[config.mk]
export PLATFORM = sky130hd
export DESIGN_NAME = multdiv_unit_flat
export DESIGN_NICKNAME = d
export VERILOG_FILES = /design/src/rtl/multdiv_pkg.sv /design/src/rtl/multdiv_if.sv /design/src/rtl/multdiv_counter.sv /design/src/rtl/multdiv_unit.sv /design/src/flat_wrapper.sv
export SDC_FILE = /design/constraint.sdc
export NUM_CORES = 1
export LEC_CHECK = 0
export CORE_MARGIN = 4
export CORE_UTILIZATION = 55
export DETAILED_ROUTE_END_ITERATION = 10
export GPL_TIMING_DRIVEN = 0
export PLACE_DENSITY = 0.87
export SLEW_MARGIN = 20
export SYNTH_ARGS = -nofsm -noshare
export SYNTH_HDL_FRONTEND = slang
export SYNTH_SLANG_ARGS = --single-unit
[constraint.sdc]
create_clock -name clk -period 11.95 [get_ports clk]
set_clock_uncertainty 0.2 [all_clocks]
set_input_delay 1.7925 -clock clk [delete_from_list [all_inputs] [get_ports clk]]
set_output_delay 1.7925 -clock clk [all_outputs]
set_load 0.01 [all_outputs]
[src/rtl/multdiv_pkg.sv]
// Shared types and constants for the iterative multiply/divide unit.
package multdiv_pkg;

    localparam int unsigned WIDTH   = 32;
    localparam int unsigned ITERS   = 32;
    localparam logic [31:0] MIN_INT = 32'h8000_0000;

    typedef enum logic [1:0] {
        StIdle,
        StMul,
        StDiv,
        StDone
    } state_e;

    // Two's-complement magnitude; MIN_INT maps to 2^31 read as unsigned.
    function automatic logic [WIDTH-1:0] abs_val(input logic [WIDTH-1:0] v);
        return v[WIDTH-1] ? (~v + WIDTH'(1)) : v;
    endfunction

endpackage

[src/rtl/multdiv_if.sv]
// Operand/command and result/status bundle between the execute stage and the unit.
interface multdiv_if;
    import multdiv_pkg::*;

    logic [WIDTH-1:0] data_operandA;
    logic [WIDTH-1:0] data_operandB;
    logic             ctrl_MULT;
    logic             ctrl_DIV;
    logic [WIDTH-1:0] data_result;
    logic             data_exception;
    logic             data_resultRDY;
    logic             busy;

    modport master (
        output data_operandA, data_operandB, ctrl_MULT, ctrl_DIV,
        input  data_result, data_exception, data_resultRDY, busy
    );

    modport slave (
        input  data_operandA, data_operandB, ctrl_MULT, ctrl_DIV,
        output data_result, data_exception, data_resultRDY, busy
    );

endinterface

[src/rtl/multdiv_counter.sv]
// Iteration counter: cleared at every start, saturates at ITERS, flags the last step.
module multdiv_counter
    import multdiv_pkg::*;
#(
    parameter int unsigned CNT_W = 6
) (
    input  logic clk_i,
    input  logic rst_ni,
    input  logic clr_i,
    input  logic en_i,
    output logic tc_o
);

    logic [CNT_W-1:0] cnt_q, cnt_d;

    // Count register
    always_ff @(posedge clk_i or negedge rst_ni) begin
        if (!rst_ni) begin
            cnt_q <= '0;
        end else begin
            cnt_q <= cnt_d;
        end
    end

    // Next count: clear wins, otherwise step up to ITERS and hold there
    always_comb begin
        cnt_d = cnt_q;
        if (clr_i) begin
            cnt_d = '0;
        end else if (en_i && (cnt_q < CNT_W'(ITERS))) begin
            cnt_d = cnt_q + CNT_W'(1);
        end
    end

    assign tc_o = (cnt_q == CNT_W'(ITERS - 1));

endmodule

[src/rtl/multdiv_unit.sv]
// Iterative signed 32-bit multiplier/divider sharing one shift register and one adder.
module multdiv_unit
    import multdiv_pkg::*;
#(
    parameter int unsigned CNT_W = 6
) (
    input  logic     clk,
    input  logic     reset_n,
    multdiv_if.slave bus
);

    state_e             state_q, state_d;
    logic               start_mul, start_div, start;
    logic               step_en, tc, div_zero, busy;
    logic [2*WIDTH-1:0] acc_q, acc_d, signed_acc;
    logic [WIDTH-1:0]   opb_q, opb_d, result_q, result_d;
    logic               neg_q, neg_d, is_mul_q, is_mul_d;
    logic               exc_q, exc_d, rdy_q, rdy_d;
    logic [WIDTH-1:0]   add_a, add_b;
    logic               add_cin;
    logic [WIDTH:0]     sum;
    logic               mul_ovf, div_ovf;

    // Both strobes high at once is not a command
    assign start_mul = bus.ctrl_MULT & ~bus.ctrl_DIV;
    assign start_div = bus.ctrl_DIV & ~bus.ctrl_MULT;
    assign start     = start_mul | start_div;
    assign step_en   = (state_q == StMul) || (state_q == StDiv);
    assign div_zero  = (opb_q == '0);

    multdiv_counter #(
        .CNT_W (CNT_W)
    ) u_counter (
        .clk_i  (clk),
        .rst_ni (reset_n),
        .clr_i  (start),
        .en_i   (step_en),
        .tc_o   (tc)
    );

    // State register
    always_ff @(posedge clk or negedge reset_n) begin
        if (!reset_n) begin
            state_q <= StIdle;
        end else begin
            state_q <= state_d;
        end
    end

    // Next state: a valid start always restarts, aborting any op in flight
    always_comb begin
        state_d = state_q;
        if (start) begin
            state_d = start_mul ? StMul : StDiv;
        end else begin
            unique case (state_q)
                StIdle: state_d = StIdle;
                StMul:  if (tc) state_d = StDone;
                StDiv: begin
                    if (div_zero) begin
                        state_d = StIdle;
                    end else if (tc) begin
                        state_d = StDone;
                    end
                end
                StDone:  state_d = StIdle;
                default: state_d = StIdle;
            endcase
        end
    end

    // FSM outputs
    always_comb begin
        busy = (state_q != StIdle);
    end

    // Shared 33-bit adder: add multiplicand (MUL) or subtract divisor (DIV)
    always_comb begin
        add_a   = is_mul_q ? acc_q[2*WIDTH-1:WIDTH] : acc_q[2*WIDTH-2:WIDTH-1];
        add_b   = is_mul_q ? opb_q : ~opb_q;
        add_cin = ~is_mul_q;
        sum     = {1'b0, add_a} + {1'b0, add_b} + {{WIDTH{1'b0}}, add_cin};
    end

    // Sign fix-up and overflow detection on the finished magnitude
    always_comb begin
        signed_acc = neg_q ? ('0 - acc_q) : acc_q;
        mul_ovf    = ~((&signed_acc[2*WIDTH-1:WIDTH-1]) | ~(|signed_acc[2*WIDTH-1:WIDTH-1]));
        // Only a positive quotient of magnitude 2^31 (MIN_INT / -1) overflows
        div_ovf    = ~neg_q & (acc_q[WIDTH-1:0] == MIN_INT);
    end

    // Datapath next values
    always_comb begin
        acc_d    = acc_q;
        opb_d    = opb_q;
        neg_d    = neg_q;
        is_mul_d = is_mul_q;
        result_d = result_q;
        exc_d    = exc_q;
        rdy_d    = 1'b0;
        if (start) begin
            acc_d    = {{WIDTH{1'b0}}, abs_val(bus.data_operandA)};
            opb_d    = abs_val(bus.data_operandB);
            neg_d    = bus.data_operandA[WIDTH-1] ^ bus.data_operandB[WIDTH-1];
            is_mul_d = start_mul;
        end else begin
            unique case (state_q)
                StMul: begin
                    // Shift-add: low half holds the remaining multiplier bits
                    acc_d = acc_q[0] ? {sum, acc_q[WIDTH-1:1]} : {1'b0, acc_q[2*WIDTH-1:1]};
                end
                StDiv: begin
                    if (div_zero) begin
                        result_d = '0;
                        exc_d    = 1'b1;
                        rdy_d    = 1'b1;
                    end else begin
                        // Restoring step: carry out set means the trial subtract fit
                        acc_d = sum[WIDTH] ? {sum[WIDTH-1:0], acc_q[WIDTH-2:0], 1'b1}
                                           : {acc_q[2*WIDTH-2:0], 1'b0};
                    end
                end
                StDone: begin
                    result_d = signed_acc[WIDTH-1:0];
                    exc_d    = is_mul_q ? mul_ovf : div_ovf;
                    rdy_d    = 1'b1;
                end
                default: ;
            endcase
        end
    end

    // Datapath and result registers
    always_ff @(posedge clk or negedge reset_n) begin
        if (!reset_n) begin
            acc_q    <= '0;
            opb_q    <= '0;
            neg_q    <= 1'b0;
            is_mul_q <= 1'b0;
            result_q <= '0;
            exc_q    <= 1'b0;
            rdy_q    <= 1'b0;
        end else begin
            acc_q    <= acc_d;
            opb_q    <= opb_d;
            neg_q    <= neg_d;
            is_mul_q <= is_mul_d;
            result_q <= result_d;
            exc_q    <= exc_d;
            rdy_q    <= rdy_d;
        end
    end

    assign bus.data_result    = result_q;
    assign bus.data_exception = exc_q;
    assign bus.data_resultRDY = rdy_q;
    assign bus.busy           = busy;

endmodule
[src/flat_wrapper.sv]
// flat-port wrapper written by rule: the top's interface ports become plain ports
module multdiv_unit_flat import multdiv_pkg::*;
#(
    parameter int unsigned CNT_W = 6
)
  (clk, reset_n, bus_data_operandA, bus_data_operandB, bus_ctrl_MULT, bus_ctrl_DIV, bus_data_result, bus_data_exception, bus_data_resultRDY, bus_busy);
  multdiv_if bus_i ();
  input  logic clk;
  input  logic reset_n;
  input wire logic [$bits(bus_i.data_operandA)-1:0] bus_data_operandA;
  input wire logic [$bits(bus_i.data_operandB)-1:0] bus_data_operandB;
  input wire logic [$bits(bus_i.ctrl_MULT)-1:0] bus_ctrl_MULT;
  input wire logic [$bits(bus_i.ctrl_DIV)-1:0] bus_ctrl_DIV;
  output wire logic [$bits(bus_i.data_result)-1:0] bus_data_result;
  output wire logic [$bits(bus_i.data_exception)-1:0] bus_data_exception;
  output wire logic [$bits(bus_i.data_resultRDY)-1:0] bus_data_resultRDY;
  output wire logic [$bits(bus_i.busy)-1:0] bus_busy;
  assign bus_i.data_operandA = bus_data_operandA;
  assign bus_i.data_operandB = bus_data_operandB;
  assign bus_i.ctrl_MULT = bus_ctrl_MULT;
  assign bus_i.ctrl_DIV = bus_ctrl_DIV;
  assign bus_data_result = bus_i.data_result;
  assign bus_data_exception = bus_i.data_exception;
  assign bus_data_resultRDY = bus_i.data_resultRDY;
  assign bus_busy = bus_i.busy;
  multdiv_unit #(.CNT_W(CNT_W)) u_core (.clk(clk), .reset_n(reset_n), .bus(bus_i));
endmodule
; Word-level counts from Yosys, hierarchy flattened
; Cells that the tools add are included.
[op_classes]
n_addsub = 6
n_mux = 25
n_bitwise = 16
n_eq_ne = 7
n_reduce_logical = 13
order_cmp = 1
[op_table]
columns = cell, count
row1 = two-way mux 64 bit, 5
row2 = two-way mux 32 bit, 5
row3 = case mux 64 bit (2 select lines), 1
row4 = NOT 32 bit, 3
row5 = adder 32 x 1 -> 32 bit (second input constant), 2
row6 = case mux 32 bit (2 select lines), 1
row7 = subtractor 1 x 64 -> 64 bit (first input constant), 1
row8 = adder 32 x 32 -> 33 bit, 1
row9 = adder 33 x 1 -> 33 bit, 1
row10 = AND reduction 33 bit, 1
row11 = OR reduction 33 bit, 1
row12 = equality test 32 bit (second input constant), 1
row13 = logical NOT 32 bit, 1
row14 = two-way mux 6 bit, 2
row15 = two-way mux 2 bit, 4
row16 = NOT 1 bit, 7
row17 = adder 6 x 1 -> 6 bit (second input constant), 1
row18 = equality test 6 x 5 -> 1 bit (second input constant), 1
row19 = < comparator 6 bit (second input constant), 1
row20 = case mux 2 bit (3 select lines), 1
row21 = nonzero test 2 bit, 3
row22 = equality test 2 bit (second input constant), 2
row23 = two-way mux 1 bit, 4
row24 = case mux 1 bit (2 select lines), 2
row25 = other kinds (13), 16
[totals]
reg_bits = 140

; Depth between registers and ports, before layout
[logic_depth]
ltp_word = 8
mapped_depth = 17
ltp_nobuf = 12

; Hierarchy
; Synthesis repeated with hierarchy kept, for this count alone.
[hier_totals]
hier_cells = 1521
area_unflattened_um2 = 12230.5
[by_module_without_submodules]
columns = mod, seq_area_each_um2, cells_per_inst, area_per_inst_um2, n_inst
row1 = multdiv_unit, 3353.2, 1493, 11921.4, 1
row2 = multdiv_counter, 150.1, 28, 309.0, 1

; Worst setup path before layout
; Ideal clock, no wire load.
[synth_path]
path_type = input to register
startpoint = input bus_data_operandA[5]
endpoint = register u_core.acc_q[29]
path_buffers = 0
path_stages = 9
required_ns = 11.621
path_slack_ns = 6.944
arrival_time_ns = 4.677
cell_sequence = or4_1 or4_1 or4_1 or2_1 or3_1 or3_1 o41ai_2 xor2_1 o21ai_1
[synth_via]
elab_chain_cells = 4
[synth_lines]
columns = item, line
row1 = from (decl), flat_wrapper.sv:10  ; input wire logic [$bits(bus_i.data_operandA)-1:0] bus_data_operandA;
row2 = NOT 32 bit, multdiv_pkg.sv:17  ; return v[WIDTH-1] ? (~v + WIDTH'(1)) : v;
row3 = adder 32 x 1 -> 32 bit, multdiv_pkg.sv:17
row4 = two-way mux 32 bit, multdiv_pkg.sv:17
row5 = two-way mux 64 bit, multdiv_unit.sv:102  ; if (start) begin
row6 = to (signal assigned), multdiv_unit.sv:137  ; acc_q <= '0;
row7 = to (signal assigned), multdiv_unit.sv:145  ; acc_q <= acc_d;
row8 = to (decl), multdiv_unit.sv:15  ; logic [2*WIDTH-1:0] acc_q, acc_d, signed_acc;
; No other way between the ends.
; A chain may end at the register's enable or synchronous reset.

; Final worst setup path
[layout_path]
startpoint = register u_core.is_mul_q
endpoint = register u_core.acc_q[51]
[layout_via]
elab_chain_cells = 7
elab_cells_between_ends = 10
cone_classes = add/sub (2) / mux (7) / bitwise (1)
[layout_lines]
columns = item, line
row1 = from (decl), multdiv_unit.sv:17  ; logic neg_q, neg_d, is_mul_q, is_mul_d;
row2 = from (signal assigned), multdiv_unit.sv:148  ; is_mul_q <= is_mul_d;
row3 = two-way mux 32 bit (on tied branches), "multdiv_unit.sv:79, multdiv_unit.sv:80"
row4 = adder 32 x 32 -> 33 bit, multdiv_unit.sv:82  ; sum = {1'b0, add_a} + {1'b0, add_b} + {{WIDTH{1'b0}}, add_cin};
row5 = adder 33 x 1 -> 33 bit (*), multdiv_unit.sv:82
row6 = two-way mux 64 bit, multdiv_unit.sv:120  ; acc_d = sum[WIDTH] ? {sum[WIDTH-1:0], acc_q[WIDTH-2:0], 1'b1}
row7 = two-way mux 64 bit, multdiv_unit.sv:114  ; if (div_zero) begin
row8 = case mux 64 bit (2 select lines) (*), multdiv_unit.sv:108  ; unique case (state_q)
row9 = two-way mux 64 bit (*), multdiv_unit.sv:102
; Mark *: on every way between the ends. The rest lies on a longest branch, timed or not. The select of a mux whose other input is x is not followed.

==> qor.txt <==
Maximum VDD drop: 0.1089 mV
Worst slew pin tran: 0.8503 ns
Post-route core utilization: 64.74%
Total of max-cap violations: 0
Async set or reset register ratio after synthesis: 100.0%
Crit-path max FO: 10
Io pins: 103
CP Class: reg -> reg
Worst-path clk slew: 0.08 ns
Minimum clock period: 6.816 ns
Status: finished clean
Rel. slew slack: 42.88%
Final setup viols: 0
Post-Synthesis Cells: 1,561
Total chip power: 3.299 mW
Initial Util: 55.73%
Pwr Density: 225.7 mW/mm2
H-Tree Depth: 4
Synth area leaders: dfrtp_1 (28%), xor2_1 (7.3%), nand2_1 (6.5%), o21ai_0 (6.3%), xnor2_1 (4.9%)
Fin. max-slew vios: 0
Most frequent cells in the layout: nand2_1 (217), o21ai_0 (158), dfrtp_1 (140)
Final Wtd Congestion: 1.028
Synth warn: 0
Final setup TNS: 0 ns
R2R Path Start: u_core.is_mul_q$_DFFE_PN0N_
Post-place setup slack: 5.532 ns
Share of post-route cells with drive strength above 1: 5.248%
Nets@finish: 1,792
Seq/Total Area, Yosys: 27.85%
DIE AREA: 0.02535 mm2
Antenna-violating nets left: 0
Die height: 159.2 um
Yosys cell types: 71
Synth Flop Type: dfrtp_1
Clock root buffer: clkbuf_16
Row count: 55
Peak Freq: 146.7 MHz
Global-route wire length before repair: 66,960 um
Reg2reg setup slack: 5.13 ns
Die Wd: 159.2 um
Total CTS buffers: 17
Min-delay src: u_core.bus.data_result[23]$_DFFE_PN0P_
Drt wl/cell: 21.40 um
Total track usage: 32.39%
Vias in the first global route: 12.50k
Sinks on Clock Net: 140
Tcrit/Tclk final: 57.03%
R2r endpoint: u_core.acc_q[51]$_DFFE_PN0P_
RSZ-0062 raised after global routing: no
Met2 wire length: 19,460 um
CTS-repair resized insts: 0
CTS Buffer Depth: 2
Post-synth top area share: 27.85%
Commonest non-fill, non-tap cell in the layout: nand2_1
CP Launch Type: register
CTS tree: done
Terminating pin of the worst hold path: u_core.bus.data_result[23]$_DFFE_PN0P_
#FFs+latches synth: 140
Mean post-synth cell area: 8.058 um2
Critical path endpoint category: register
Post-DP HPWL: 32,430 um
Vias per cell: 6.579
Hold buffer count at CTS: 0
Crit path arrival time: 6.85 ns
Global route overflow: 0
Layout fillers: 1,933
Required time of the critical path: 11.98 ns
Mapped Nets: 1,670
Top Layer Used: met4
Pin count of the biggest net entering global routing: 75
Setup ws final: 5.134 ns
Drt total wl: 42,410 um
WL met1: 16,680 um
Final hold vios: 0
Detailed-route via count: 13.04k
Leak Pwr: 5.861 nW
# DRC: 0
Drt pass-1 iters: 5
Number of synthesized flops with an enable pin: 0
Antenna violations before repair: 0
Area leader, netlist: dfrtp_1
Post-CTS Setup Bufs: 0
Worst Hold Class: reg -> reg
R2R depth: 15
DR iter-0 viols: 1,282
Port Buffers: 102
Area delta synth->final: 16.18%
Core area: 0.02257 mm2
Clock Latency Late Sink: 0.44 ns
Synth Cell Area: 0.01258 mm2
Wire length on met3: 3937 um
Hold depth: 2
-- layer usage --
metal	track usage, %	vias up
met5	0	-
met4	16.02	0
met3	6.498	194
met2	52.99	742
met1	41.06	6119
li1	-	5985
-- logic make-up (layout without fill, tap and decap cells) --
family	after synthesis	count (layout)	share of synthesized area, %
other	0	1	0
AO/OA/AOI/OAI	440	440	22.93
multiplexers	98	98	8.177
flip-flops	140	140	27.85
XOR/XNOR	175	175	12.19
buffers and inverters	154	289	4.665
adder cells (fa/ha/maj)	41	41	4.138
AND/OR/NAND/NOR	513	513	20.05
-- how the worst max path moves through the flow --
stage / start / to / slack (ns) / cells after the start
2_1_floorplan: bus_data_operandA[5] / u_core.acc_q[29]$_DFFE_PN0P_ / 6.94 / 9
3_3_place_gp: reset_n / u_core.bus.data_exception$_DFFE_PN0P_ / 3.35 / 1
3_5_place_dp: u_core.is_mul_q$_DFFE_PN0N_ / u_core.acc_q[51]$_DFFE_PN0P_ / 5.53 / 15
4_1_cts: u_core.is_mul_q$_DFFE_PN0N_ / u_core.acc_q[51]$_DFFE_PN0P_ / 5.42 / 15
5_1_grt: u_core.is_mul_q$_DFFE_PN0N_ / u_core.acc_q[51]$_DFFE_PN0P_ / 5.00 / 15
6_report: u_core.is_mul_q$_DFFE_PN0N_ / u_core.acc_q[51]$_DFFE_PN0P_ / 5.13 / 15
-- area by class of cell --
class	count	area, um2	share of cell area, %
diodes	1	2.502	0.01712
plain buffers	130	496.7	3.399
clock buffers	17	425.4	2.911
clock inverters	15	197.7	1.353
inverters	24	90.09	0.6164
multi-input cells	1267	8488	58.08
flip-flops and latches	140	3503	23.97
well taps	285	356.6	2.440
repair buffers	103	1054	7.209
-- cells in the mapped netlist (29+ instances only) --
library cell / n
nor4_1: 36
a21oi_1: 58
o211ai_1: 37
mux2i_1: 60
nand2_1: 217
clkbuf_1: 117
or4_1: 31
dfrtp_1: 140
ha_1: 40
o31ai_1: 34
o21ai_0: 158
nor2_1: 68
nand3_1: 29
mux2_2: 38
xor2_1: 105
xnor2_1: 70
-- power by group --
group | leakage [nW] | total [mW] | internal (mW) | switching, mW
Sequential | 1.79 | 0.727 | 0.605 | 0.122
Combinational | 3.77 | 1.99 | 0.777 | 1.21
Clock | 0.308 | 0.581 | 0.321 | 0.260
Total | 5.86 | 3.30 | 1.70 | 1.60
-- critical path, stage by stage, from the launching register on --
cell	delay, ns
dfrtp_1	0.39
clkbuf_1	0.49
clkbuf_1	0.64
clkbuf_1	0.55
xnor2_1	0.18
ha_1	0.41
nand3_1	0.14
nor4b_1	0.59
nand2_1	0.16
a211oi_1	0.69
o211ai_1	0.28
nand2_1	0.29
buf_1	0.50
buf_1	0.59
mux2i_1	0.25
o221ai_1	0.23
-- state kept, by name, summed over array words and instances (netlist names) --
register	count
u_core.bus.data_result	32
u_core.acc_q	64
u_core.u_counter.cnt_q	6
u_core.neg_q	1
u_core.bus.data_exception	1
u_core.opb_q	32
u_core.bus.data_resultRDY	1
u_core.is_mul_q	1
u_core.state_q	2
-- per-stage QoR --
stage | std cells | area [um2] | hold slack (ns)
6_report | 1982 | 14610 | 0.2803
5_1_grt | 1981 | 14610 | 0.3145
4_1_cts | 1981 | 14610 | 0.2856
3_5_place_dp | 1949 | 13990 | 0.2707
3_3_place_gp | 1948 | 13960 | 0.2620
2_1_floorplan | 1561 | 12580 | 0.2875
Note: power is estimated with default switching activity, not from simulation.
